## config.mk

```make
export PLATFORM = sky130hd
export DESIGN_NAME = lzc_rr_arbiter
export DESIGN_NICKNAME = d
export VERILOG_FILES = /design/src/rtl/lzc_rr_arbiter.sv
export SDC_FILE = /design/constraint.sdc
export NUM_CORES = 1
export LEC_CHECK = 0
export ABC_AREA = 1
export CAP_MARGIN = 20
export CORE_MARGIN = 2
export CORE_UTILIZATION = 35
export DETAILED_ROUTE_END_ITERATION = 6
export PLACE_DENSITY_LB_ADDON = 0.2
export SYNTH_ARGS = -nofsm -noshare
export SYNTH_HDL_FRONTEND = slang
export SYNTH_SLANG_ARGS = --single-unit
```

## constraint.sdc

```tcl
create_clock -name clk_i -period 1.63 [get_ports clk_i]
set_input_delay 0.326 -clock clk_i [delete_from_list [all_inputs] [get_ports clk_i]]
set_output_delay 0.326 -clock clk_i [all_outputs]
set_load 0.01 [all_outputs]
```

## src/rtl/lzc_rr_arbiter.sv

```systemverilog
// Round-robin arbiter. The winner is the trailing-zero count of the requests above the last grant.
// The winning payload is captured into a single valid/ready output register.
// Defining LZC_RR_ARBITER_STATS_EN adds a saturating transfer counter on gnt_cnt_o.
module lzc_rr_arbiter #(
  parameter int NUM_REQ    = 4,
  parameter int DATA_WIDTH = 8,
  localparam int IDX_W     = $clog2(NUM_REQ)
) (
  input  logic                          clk_i,
  input  logic                          rst_i,
  input  logic [NUM_REQ-1:0]            req_i,
  input  logic [NUM_REQ*DATA_WIDTH-1:0] data_i,
  output logic [NUM_REQ-1:0]            gnt_o,
  output logic                          valid_o,
  input  logic                          ready_i,
  output logic [DATA_WIDTH-1:0]         data_o,
  output logic [IDX_W-1:0]              idx_o
`ifdef LZC_RR_ARBITER_STATS_EN
  ,
  output logic [15:0]                   gnt_cnt_o
`endif
);

  // Handshake: the input side sees gnt_o as its ready, and a transfer is req_i[i] & gnt_o[i].
  // The output side moves a payload when valid_o & ready_i. The output register reloads
  // in the same cycle it drains, so back-to-back transfers run with no bubble.

  logic [IDX_W-1:0]      ptr_q, ptr_d;
  logic                  valid_q, valid_d;
  logic [DATA_WIDTH-1:0] data_q, data_d;
  logic [IDX_W-1:0]      idx_q, idx_d;

  logic [NUM_REQ-1:0]    masked_req;
  logic [IDX_W-1:0]      winner;
  logic [DATA_WIDTH-1:0] win_data;
  logic                  load;

  function automatic logic [IDX_W-1:0] tzc(input logic [NUM_REQ-1:0] v);
    tzc = '0;
    for (int i = NUM_REQ - 1; i >= 0; i--) begin
      if (v[i]) tzc = IDX_W'(i);
    end
  endfunction

  always_comb begin
    masked_req = '0;
    for (int i = 0; i < NUM_REQ; i++) begin
      masked_req[i] = req_i[i] && (i > int'(ptr_q));
    end
    winner = (|masked_req) ? tzc(masked_req) : tzc(req_i);

    win_data = '0;
    for (int i = 0; i < NUM_REQ; i++) begin
      if (IDX_W'(i) == winner) win_data = data_i[i*DATA_WIDTH +: DATA_WIDTH];
    end

    // Reset suppresses grants so nothing is consumed while the state is being cleared.
    load = (|req_i) && (!valid_q || ready_i) && !rst_i;

    gnt_o         = '0;
    gnt_o[winner] = load;
  end

  always_comb begin
    ptr_d   = ptr_q;
    valid_d = valid_q;
    data_d  = data_q;
    idx_d   = idx_q;
    if (load) begin
      ptr_d   = winner;
      valid_d = 1'b1;
      data_d  = win_data;
      idx_d   = winner;
    end else if (ready_i) begin
      valid_d = 1'b0;
    end
  end

  always_ff @(posedge clk_i) begin
    if (rst_i) begin
      ptr_q   <= IDX_W'(NUM_REQ - 1);
      valid_q <= 1'b0;
      data_q  <= '0;
      idx_q   <= '0;
    end else begin
      ptr_q   <= ptr_d;
      valid_q <= valid_d;
      data_q  <= data_d;
      idx_q   <= idx_d;
    end
  end

  assign valid_o = valid_q;
  assign data_o  = data_q;
  assign idx_o   = idx_q;

`ifdef LZC_RR_ARBITER_STATS_EN
  logic [15:0] gnt_cnt_q, gnt_cnt_d;

  always_comb begin
    gnt_cnt_d = gnt_cnt_q;
    if (load && (gnt_cnt_q != 16'hFFFF)) gnt_cnt_d = gnt_cnt_q + 16'd1;
  end

  always_ff @(posedge clk_i) begin
    if (rst_i) gnt_cnt_q <= '0;
    else       gnt_cnt_q <= gnt_cnt_d;
  end

  assign gnt_cnt_o = gnt_cnt_q;
`endif

endmodule
```

Word level (Yosys, flattened, before mapping)
Cells that the tools add are included.

storage, ports and cells
  register bits = 13
  input port bits = 39
  logic and storage cells = 42

cells by class
  $lt $le $gt $ge = 5
  equality and inequality tests = 3
  muxes and demuxes = 16
  bitwise operators = 1
  reduce and logical (&&, ||, !) cells = 13

operator list
  operator                                                                       number
  8-bit two-way mux                                                              4
  2-bit two-way mux                                                              8
  1-bit logical AND                                                              6
  4-bit bitwise AND                                                              1
  2-bit == test (first input constant)                                           2
  2-bit > comparator (first input constant)                                      2
  4-bit OR reduction                                                             1
  2-bit by 3-bit less-than comparator with 1-bit output (second input constant)  1
  1-bit two-way mux                                                              3
  3-bit OR reduction                                                             1
  1-bit demux with 2-bit select                                                  1
  1-bit by 2-bit == test with 1-bit output (first input constant)                1
  2-bit by 1-bit >= comparator with 1-bit output (second input constant)         1
  1-bit by 2-bit > comparator with 1-bit output (first input constant)           1
  1-bit zero test                                                                2
  2-bit zero test                                                                1
  2-bit nonzero test                                                             1
  1-bit logical OR                                                               1

Depth between registers and ports, before layout
Gate-level depths: netlist (run 1).

  depth after elaboration = 11
  depth in mapped cells = 12
  gate-level depth less buffers = 11

Worst setup path before layout (run 1)
OpenSTA, ideal clock, no wires.

  path type = input to output
  from = in req_i[2]
  to = out gnt_o[0]
  arrival = 1.212 ns
  data required time = 1.304 ns
  path slack = 0.092 ns
  cell stages on the path = 8
  path through = inv_1 nand2_1 nand2_1 nand3_2 nand2_4 inv_2 buf_4 nor3_1

on the way
  cells in the longest elaborated chain, start to end = 9

ends and longest elaborated chain
  what                                                                                                                                           line    source
  start: declaration                                                                                                                             11      input logic [NUM_REQ-1:0] req_i,
  2-bit two-way mux or 1-bit logical AND (tied branches)                                                                                         41, 48
  2-bit two-way mux (2 in series)                                                                                                                41      if (v[i]) tzc = IDX_W'(i);
  2-bit two-way mux                                                                                                                              50      winner = (|masked_req) ? tzc(masked_req) : tzc(req_i);
  2-bit by 3-bit less-than comparator with 1-bit output (not written as such) or 2-bit by 1-bit >= comparator with 1-bit output (tied branches)  61      gnt_o[winner] = load;
  1-bit logical AND (not written as such)                                                                                                        61
  1-bit two-way mux (not written as such)                                                                                                        61
  1-bit demux with 2-bit select                                                                                                                  61
  4-bit bitwise AND (no line) *                                                                                                                  n/a
  end: declaration                                                                                                                               13      output logic [NUM_REQ-1:0] gnt_o,

Mark *: on every way between the ends. The rest lies on a longest branch, timed or not.

Worst setup path after layout (run 1)
  from = reg ptr_q[1]
  to = out gnt_o[1]

on the way
  cells in the longest elaborated chain, start to end = 11

ends and longest elaborated chain
  what                                                                                                                                           line  source
  start: declaration                                                                                                                             28    logic [IDX_W-1:0] ptr_q, ptr_d;
  start signal: assignment                                                                                                                       81    ptr_q <= IDX_W'(NUM_REQ - 1);
  start signal: assignment                                                                                                                       86    ptr_q <= ptr_d;
  2-bit > comparator                                                                                                                             48    masked_req[i] = req_i[i] && (i > int'(ptr_q));
  1-bit logical AND                                                                                                                              48
  2-bit two-way mux (3 in series)                                                                                                                41
  2-bit two-way mux *                                                                                                                            50
  2-bit by 3-bit less-than comparator with 1-bit output (not written as such) or 2-bit by 1-bit >= comparator with 1-bit output (tied branches)  61
  1-bit logical AND (not written as such)                                                                                                        61
  1-bit two-way mux (not written as such)                                                                                                        61
  1-bit demux with 2-bit select *                                                                                                                61
  4-bit bitwise AND (no line) *                                                                                                                  n/a

Marked as above.

==> results.toml, run 1 <==
[route]
dr_total_vias = 1274
routed_wirelength_um = 3220
vias_per_cell = 5.16
antenna_left = 0
drc_errors = 0
dr.first_iter.drc_count = 28
wl_per_cell_um = 13.0
drtPass1Iterations = 5

[status]
violations = "negative setup slack"
outcome = "finished with violations"

[critical_path]
worst_ep_required_time_ns = 1.30
worst-endpoint-arrival_ns = 1.33
critical_path_peak_fanout = 4
critPathBufInv = 1
critPathKind = "reg2out"
max_stage_delay_ns = 0.35
startpoint_kind_of_the_worst_setup_timing_path = "register"
critPathCaptureType = "output port"
cell_class_contributing_the_biggest_share_of_worst_path_delay = "simple AND/OR/NAND/NOR gates"
cp_cell_sequence = "nand2_2 -> nand2_4 -> nand2_2 -> nand2_4 -> nand2_4 -> nand2_2 -> nor2_2 -> buf_2"
crit_slowest_cell = "sky130_fd_sc_hd__dfxtp_2"

[worst_hold_path]
worstHoldPathType = "reg2reg"

[yosys]
area_share_of_the_largest_cell_type_after_synthesis_pct = 29.8
syn-cell-area_sq_um = 875
seq_area_frac_synth_pct = 29.8
yosysTopAreaCell = "sky130_fd_sc_hd__dfxtp_1"
synth.avg_cell_area_sq_um = 6.25
yosys_warnings = 0
distinct_cells_synth = 21
syn-num-nets = 179
synthCells = 140
synth_seq_cells = 13
yosys-top-cells-area = "sky130_fd_sc_hd__dfxtp_1 30%, sky130_fd_sc_hd__nand2_1 15%, sky130_fd_sc_hd__nand3_1 13%, sky130_fd_sc_hd__nor2_1 8.2%, sky130_fd_sc_hd__o21ai_0 5.2%"

[global_routing]
first_global_vias = 1227
gr-usage-met3_pct = 4.17
grt_pass1_wl_um = 5020
global_route.peak_usage_layer = "met2"
grt_antenna_before_repair = 0
grt_util_all_layers_pct = 24.0
grt_overflow = 0
grt_use_met2_pct = 44.5
grt.met1_usage_pct = 24.4
maximum_number_of_pins_on_one_net_before_global_route_repair = 15

[timing]
max_slew.worst_pin.slew_ns = 0.274
timing.slew.headroom_pct = 81.7
timing.hold.ws_ns = 0.470
report.final.setup_viol = 3
timing.final.hold_violations = 0
fin_setup_tns_ns = -0.0685
worst_clock_skew_ns = 0.00781
layout_min_cycle_time_ns = 1.66
fmax_ghz = 0.603
final.period_utilization_pct = 102
finalWorstSetupSlack_ns = -0.0274
rsz0062_at_grt = "true"
timing.final.max_slew_violations = 0

[placement]
port_buffers = 53
place_inst = 236
place_area_sq_um = 1540
detailedPlacementHpwl_um = 2330
routabilityCongestion = 0.842

[layout]
area_growth_pct = 91.6
layout_cells_sized_above_1_pct = 30.9
final_util_pct = 68.9
most_common_cell_after_layout_fill_and_taps_aside = "sky130_fd_sc_hd__clkdlybuf4s50_1"
final_std_cells_w_o_fill = 247
final_nets = 257
final_area_sq_um = 1680
fillCellCount = 205
antenna_cells = 0
final_cell_mix = "44 x sky130_fd_sc_hd__clkdlybuf4s50_1, 27 x sky130_fd_sc_hd__nand2_1, 24 x sky130_fd_sc_hd__buf_4"

[pwr]
switching_power_mw = 0.420
power_internal_mw = 0.749
pwr-share-comb_pct = 49.9
static-leakage-power_nw = 0.770
netSwitchingFraction_pct = 35.9
share_seq_of_total_power_pct = 32.8
irDropWorstVdd_mv = 0.412
power_per_cell_area_nw_per_um2 = 698
share_clk_of_total_power_pct = 17.4

[clock_tree]
cts_max_level = 1
clkSinkCount = 13
clk_transition_reported_paths_ns = 0.09
cts_hold_buf = 0
tritoncts_buffer_count = 3
clock_insertion_delay_worst_skew_ns = 0.28
tritoncts = "done"
cts.root.buffer_cell = "sky130_fd_sc_hd__clkbuf_4"
cts.path.max_buffers = 2

[die]
floorplan.die.height_um = 54.0
design.portCount = 54
width_of_the_die_um = 54.0
row_count = 18
die-area_sq_um = 2910
core_region_area_sq_um = 2430
start_util_pct = 36.0

[flow_run]
max_cap_viol_count = 0
-- per-layer routing --
| metal | vias to the layer above | routed length [um] |
|---|---|---|
| li1 | 616 | - |
| met1 | 579 | 1220 |
| met2 | 68 | 1680 |
| met3 | 11 | 212 |
| met4 | 0 | 101 |
| met5 | - | 0 |
-- through the flow --
stage | worst slack, ns | power (mW)
4_1_cts | -0.0147 | 1.16
2_1_floorplan | 0.0915 | 0.640
5_1_grt | -0.104 | 1.24
3_5_place_dp | -0.732 | 0.910
3_3_place_gp | -0.662 | 0.900
6_report | -0.0274 | 1.17
-- power groups by stage --
stage	clock [mW]	sequential (mW)	combinational [mW]
3_3_place_gp	0	0.384	0.516
3_5_place_dp	0	0.385	0.526
4_1_cts	0.202	0.382	0.573
2_1_floorplan	0	0.397	0.243
5_1_grt	0.223	0.388	0.633
6_report	0.203	0.383	0.583
-- final cells by class --
cell class	instances	area, sq um	share of cell area, %
Multi-Input combinational cell	110	618	36.9
Inverter	13	51.3	3.06
Timing Repair Buffer	77	679	40.6
Sequential cell	13	263	15.7
Tap cell	30	37.5	2.24
Clock buffer	4	26.3	1.57
-- sequential cells by signal, indices dropped and copies added, names as in the netlist --
name	cells
data_o	8
idx_o	2
ptr_q	2
valid_o	1
-- logic make-up after synthesis --
family          Yosys count  share of synthesized area [%]
flops                    13                           29.8
compound gates           16                           9.87
buf+inv                  17                           9.01
simple gates             94                           51.4
-- worst register-to-register path: cells and delay by family (launching register included) --
family	cells	cell delay, ns
and+or+nand+nor	7	0.71
AOI/OAI and AO/OA	1	0.06
buffers and inverters	2	0.30
DFF	1	0.38
-- worst paths after layout --
check / from / to / slack, ns / cells after the start
worst max-delay path: ptr_q[1]$_SDFFE_PP1P_ / gnt_o[1] / -0.03 / 8
worst min-delay path: idx_o[1]$_SDFFE_PP0P_ / idx_o[1]$_SDFFE_PP0P_ / 0.47 / 2
worst max register to register: ptr_q[1]$_SDFFE_PP1P_ / data_o[6]$_SDFFE_PP0P_ / 0.08 / 10
worst min register to register: idx_o[1]$_SDFFE_PP0P_ / idx_o[1]$_SDFFE_PP0P_ / 0.47 / 2
-- synthesized netlist by cell type --
cell                        n
sky130_fd_sc_hd__a21oi_1    4
sky130_fd_sc_hd__a21oi_2    1
sky130_fd_sc_hd__buf_4      2
sky130_fd_sc_hd__buf_6      1
sky130_fd_sc_hd__clkbuf_1   1
sky130_fd_sc_hd__dfxtp_1   13
sky130_fd_sc_hd__inv_1     10
sky130_fd_sc_hd__inv_2      3
sky130_fd_sc_hd__nand2_1   34
sky130_fd_sc_hd__nand2_2    4
sky130_fd_sc_hd__nand2_4    2
sky130_fd_sc_hd__nand3_1   22
sky130_fd_sc_hd__nand3_2    1
sky130_fd_sc_hd__nand4_1    7
sky130_fd_sc_hd__nor2_1    19
sky130_fd_sc_hd__nor2_4     2
sky130_fd_sc_hd__nor3_1     2
sky130_fd_sc_hd__o211ai_1   1
sky130_fd_sc_hd__o21ai_0    9
sky130_fd_sc_hd__o21ai_1    1
sky130_fd_sc_hd__or2_1      1
-- repair_timing --
action,4_1_cts,5_1_grt
setup buffers,7,0
gates resized for setup,52,4
setup endpoints to repair,4,5
pin swaps,10,3
Note: power is estimated with default switching activity, not from simulation.
==> inputs of run 2 (changes only) <==
CORE_UTILIZATION = 36   (was 35)
PLACE_DENSITY = 0.91   (was unset)
PLACE_DENSITY_LB_ADDON = unset   (was 0.2)
==> results.toml, run 2 (synthesis gave the netlist of run 1 again) <==
[status]
outcome = "finished with violations"
violations = "negative setup slack"

[timing]
layout_min_cycle_time_ns = 1.68
fmax_ghz = 0.595
finalWorstSetupSlack_ns = -0.0494
final.period_utilization_pct = 103
rsz0062_at_grt = "true"
timing.final.hold_violations = 0
fin_setup_tns_ns = -0.0755
worst_clock_skew_ns = 0.00229
timing.slew.headroom_pct = 80.6
report.final.setup_viol = 4
max_slew.worst_pin.slew_ns = 0.291
timing.hold.ws_ns = 0.474
timing.final.max_slew_violations = 0

[route]
dr_total_vias = 1312
drtPass1Iterations = 4
met3_length_um = 323
wl_met2_um = 1910
drc_errors = 0
dr.first_iter.drc_count = 82
vias_per_cell = 5.33
routed_wirelength_um = 3610
antenna_left = 0
wl_per_cell_um = 14.7
route.top_layer_used = "met4"
detail_route.wirelength.met1_um = 1300

[global_routing]
grt_pass1_wl_um = 5460
grt_util_all_layers_pct = 26.4
grt_antenna_before_repair = 0
first_global_vias = 1279
maximum_number_of_pins_on_one_net_before_global_route_repair = 15
grt_overflow = 0

[clock_tree]
clkSinkCount = 13
clock_insertion_delay_worst_skew_ns = 0.29
tritoncts = "done"
cts.path.max_buffers = 2
cts_hold_buf = 0
cts.root.buffer_cell = "sky130_fd_sc_hd__clkbuf_4"
tritoncts_buffer_count = 3
clk_transition_reported_paths_ns = 0.08
cts_max_level = 1

[layout]
final_nets = 258
area_growth_pct = 91.4
final-seq-area_sq_um = 268
final_std_cells_w_o_fill = 246
largest_reg_flops = 8
most_common_cell_after_layout_fill_and_taps_aside = "sky130_fd_sc_hd__clkdlybuf4s50_1"
multi_input_comb_area_sq_um = 613
fillCellCount = 183
final_cell_mix = "44 x sky130_fd_sc_hd__clkdlybuf4s50_1, 25 x sky130_fd_sc_hd__nand2_1, 25 x sky130_fd_sc_hd__buf_4"
layout_cells_sized_above_1_pct = 31.2
antenna_cells = 0
final_util_pct = 74.3
final_area_sq_um = 1670

[placement]
place_area_sq_um = 1540
routabilityCongestion = 0.946
place_inst = 234
detailedPlacementHpwl_um = 2450
port_buffers = 53

[die]
floorplan.die.height_um = 53.3
width_of_the_die_um = 53.3
core_region_area_sq_um = 2250
row_count = 17
die-area_sq_um = 2840
design.portCount = 54
start_util_pct = 38.8

[worst_hold_path]
min_delay_worst_endpoint = "idx_o[1]$_SDFFE_PP0P_"
hold_start = "idx_o[1]$_SDFFE_PP0P_"
timing.hold.worst_path_depth = 2
worstHoldPathType = "reg2reg"

[pwr]
irDropWorstVdd_mv = 0.444
static-leakage-power_nw = 0.776
netSwitchingFraction_pct = 37.1
switching_power_mw = 0.451
power_per_cell_area_nw_per_um2 = 725
share_clk_of_total_power_pct = 17.7
share_seq_of_total_power_pct = 31.9
pwr-share-comb_pct = 50.4
power_internal_mw = 0.764

[critical_path]
critical_path_peak_fanout = 4
worst-endpoint-arrival_ns = 1.35
r2r_end = "data_o[1]$_SDFFE_PP0P_"
worst_r2r_startpoint = "ptr_q[0]$_SDFFE_PP1P_"
critPathKind = "reg2out"
startpoint_kind_of_the_worst_setup_timing_path = "register"
critPathCaptureType = "output port"
reg2reg_depth = 11
internal_reg_to_reg_setup_slack_ns = 0.06
worst_ep_required_time_ns = 1.30

[flow_run]
max_cap_viol_count = 0
==> run 2: changes by cell type in the layout (fill, tap and decap cells not counted), moves of 2 or more <==
cell,before,now
sky130_fd_sc_hd__dfxtp_4,0,2
sky130_fd_sc_hd__dfxtp_2,2,0
sky130_fd_sc_hd__nand2_1,27,25
sky130_fd_sc_hd__nor2_1,14,16
==> run 2: worst max path at each step <==
stage | startpoint | end | cells past startpoint
floorplan | req_i[2] | gnt_o[0] | 8
global placement | req_i[2] | gnt_o[0] | 8
detailed placement | req_i[2] | gnt_o[0] | 8
CTS | ptr_q[0]$_SDFFE_PP1P_ | gnt_o[0] | 7
global route | ptr_q[0]$_SDFFE_PP1P_ | gnt_o[0] | 6
finish | ptr_q[0]$_SDFFE_PP1P_ | gnt_o[0] | 6
==> run 2: metal layers <==
metal  vias to the layer above  track usage, %
li1                        618               -
met1                       610            28.8
met2                        72            50.4
met3                        12            4.80
met4                         0            8.12
met5                         -               0
==> run 2: layout make-up <==
cell class	instances	area share, %
Inverter	13	3.06
Clock buffer	4	1.57
Sequential cell	13	16.0
Multi-Input combinational cell	110	36.6
Timing Repair Buffer	78	40.7
Tap cell	28	2.09
==> run 2: power groups by stage <==
stage               Clock (mW)  Sequential, mW  Combinational (mW)
floorplan                    0           0.397               0.243
global route             0.225           0.390               0.660
detailed placement           0           0.387               0.529
CTS                      0.211           0.383               0.571
global placement             0           0.384               0.513
finish                   0.215           0.388               0.612
==> run 2: timing repair <==
item / in CTS / in global routing
cloned: 0 / 0
pin swaps: 10 / 9
gates resized for setup: 45 / 14
endpoints found under the setup margin: 4 / 4
setup buffers: 5 / 3
==> run 2: worst max-delay path, stage by stage, from the launching register on <==
cell and delay (ns):
sky130_fd_sc_hd__dfxtp_4 0.37, sky130_fd_sc_hd__nor2_1 0.14, sky130_fd_sc_hd__nand2_2 0.12, sky130_fd_sc_hd__nand2_4 0.12, sky130_fd_sc_hd__inv_2 0.06, sky130_fd_sc_hd__nor3_2 0.10
sky130_fd_sc_hd__buf_2 0.15
==> run 2: stage by stage <==
step | setup WS, ns | total power, mW
after floorplan | 0.0915 | 0.640
after global placement | -0.705 | 0.897
after detailed placement | -0.743 | 0.916
after CTS | -0.0266 | 1.16
after global routing | -0.130 | 1.28
final | -0.0494 | 1.21
==> inputs of run 3 (changes only) <==
SKIP_CTS_REPAIR_TIMING = 1   (was unset)
==> results.toml, run 3 (synthesis gave the netlist of run 1 again) <==
[pwr]
irDropWorstVdd_mv = 0.407
static-leakage-power_nw = 0.789
power_per_cell_area_nw_per_um2 = 721

[timing]
timing.slew.headroom_pct = 79.8
layout_min_cycle_time_ns = 1.72
timing.final.max_slew_violations = 0
timing.hold.ws_ns = 0.447
finalWorstSetupSlack_ns = -0.0889
worst_clock_skew_ns = 0.00639
fin_setup_tns_ns = -0.230
final.period_utilization_pct = 105
rsz0062_at_grt = "true"
report.final.setup_viol = 4
fmax_ghz = 0.582
timing.final.hold_violations = 0
max_slew.worst_pin.slew_ns = 0.302

[route]
vias_per_cell = 5.33
routed_wirelength_um = 3470
dr.first_iter.drc_count = 29
wl_per_cell_um = 14.4
dr_total_vias = 1289
drc_errors = 0
antenna_left = 0
drtPass1Iterations = 4

[worst_hold_path]
worstHoldPathType = "in2reg"

[layout]
largest_reg_flops = 8
layout_cells_sized_above_1_pct = 26.6
most_common_cell_after_layout_fill_and_taps_aside = "sky130_fd_sc_hd__clkdlybuf4s50_1"
final_util_pct = 73.0
final_nets = 254
area_growth_pct = 88.3
fillCellCount = 181
final_cell_mix = "44 x sky130_fd_sc_hd__clkdlybuf4s50_1, 28 x sky130_fd_sc_hd__nand2_1, 22 x sky130_fd_sc_hd__nand3_1"
antenna_cells = 0

[critical_path]
critPathCaptureType = "output port"
worst-endpoint-arrival_ns = 1.39
startpoint_kind_of_the_worst_setup_timing_path = "register"
critPathKind = "reg2out"
worst_ep_required_time_ns = 1.30
critical_path_peak_fanout = 4

[die]
floorplan.die.height_um = 53.3
row_count = 17
design.portCount = 54
core_region_area_sq_um = 2250
width_of_the_die_um = 53.3
die-area_sq_um = 2840
start_util_pct = 38.8

[clock_tree]
clkSinkCount = 13
tritoncts_buffer_count = 3
clk_transition_reported_paths_ns = 0.10
cts_max_level = 1
tritoncts = "done"
clock_insertion_delay_worst_skew_ns = 0.29
cts.root.buffer_cell = "sky130_fd_sc_hd__clkbuf_4"
cts.path.max_buffers = 2

[placement]
port_buffers = 53
detailedPlacementHpwl_um = 2450
routabilityCongestion = 0.946

[global_routing]
grt_antenna_before_repair = 0
grt_util_all_layers_pct = 23.5
grt_overflow = 0
grt_pass1_wl_um = 4930
first_global_vias = 1232
maximum_number_of_pins_on_one_net_before_global_route_repair = 15

[status]
outcome = "finished with violations"
violations = "negative setup slack"

[flow_run]
max_cap_viol_count = 0
==> run 3: cell types whose count changed in the layout (fill, tap and decap cells not counted), sizes merged <==
cell          delta
buf              -6
dlymetal6s2s     +5
dlygate4sd2      -2
clkbuf           -1
==> run 3: critical path, cell delays in order, from the launching register on <==
cell and delay, ns:
sky130_fd_sc_hd__dfxtp_4 0.39, sky130_fd_sc_hd__nand2_2 0.05, sky130_fd_sc_hd__nand2_2 0.09, sky130_fd_sc_hd__nand2_2 0.09, sky130_fd_sc_hd__nand2_4 0.10, sky130_fd_sc_hd__nand2_4 0.07, sky130_fd_sc_hd__nor3_2 0.15, sky130_fd_sc_hd__buf_2 0.15
==> run 3: per-stage QoR <==
| step | total power [mW] | instances | instance area [sq um] | worst slack (ns) |
|---|---|---|---|---|
| 2_1_floorplan | 0.640 | 140 | 875 | 0.0915 |
| 3_3_place_gp | 0.897 | 234 | 1540 | -0.705 |
| 3_5_place_dp | 0.916 | 234 | 1540 | -0.743 |
| 4_1_cts | 1.12 | 238 | 1560 | -0.749 |
| 5_1_grt | 1.24 | 242 | 1650 | -0.125 |
| 6_report | 1.19 | 242 | 1650 | -0.0889 |
==> run 3: final cells by class <==
class | instances | area [sq um] | area share, %
Sequential cell | 13 | 268 | 16.3
Tap cell | 28 | 35.0 | 2.13
Clock buffer | 4 | 26.3 | 1.60
Timing Repair Buffer | 74 | 681 | 41.3
Inverter | 13 | 53.8 | 3.27
Multi-Input combinational cell | 110 | 583 | 35.4
==> run 3: worst paths after layout <==
kind	cells past startpoint	to	start	slack (ns)
setup / recovery	7	gnt_o[0]	ptr_q[0]$_SDFFE_PP1P_	-0.09
hold / removal	4	valid_o$_SDFFE_PP0P_	ready_i	0.45
setup reg to reg	9	data_o[6]$_SDFFE_PP0P_	ptr_q[0]$_SDFFE_PP1P_	0.19
hold reg to reg	2	idx_o[1]$_SDFFE_PP0P_	idx_o[1]$_SDFFE_PP0P_	0.48
==> run 3: where the power goes <==
part	total [mW]	switching, mW	internal [mW]
logic	0.573	0.284	0.290
clock network	0.227	0.132	0.0953
registers	0.387	0.0284	0.358
==> run 3: metal layers <==
layer	vias up	track usage (%)	wire, um
met4	0	7.26	57
met3	11	3.95	337
li1	608	-	-
met2	84	45.3	1830
met5	-	0	0
met1	586	25.5	1250
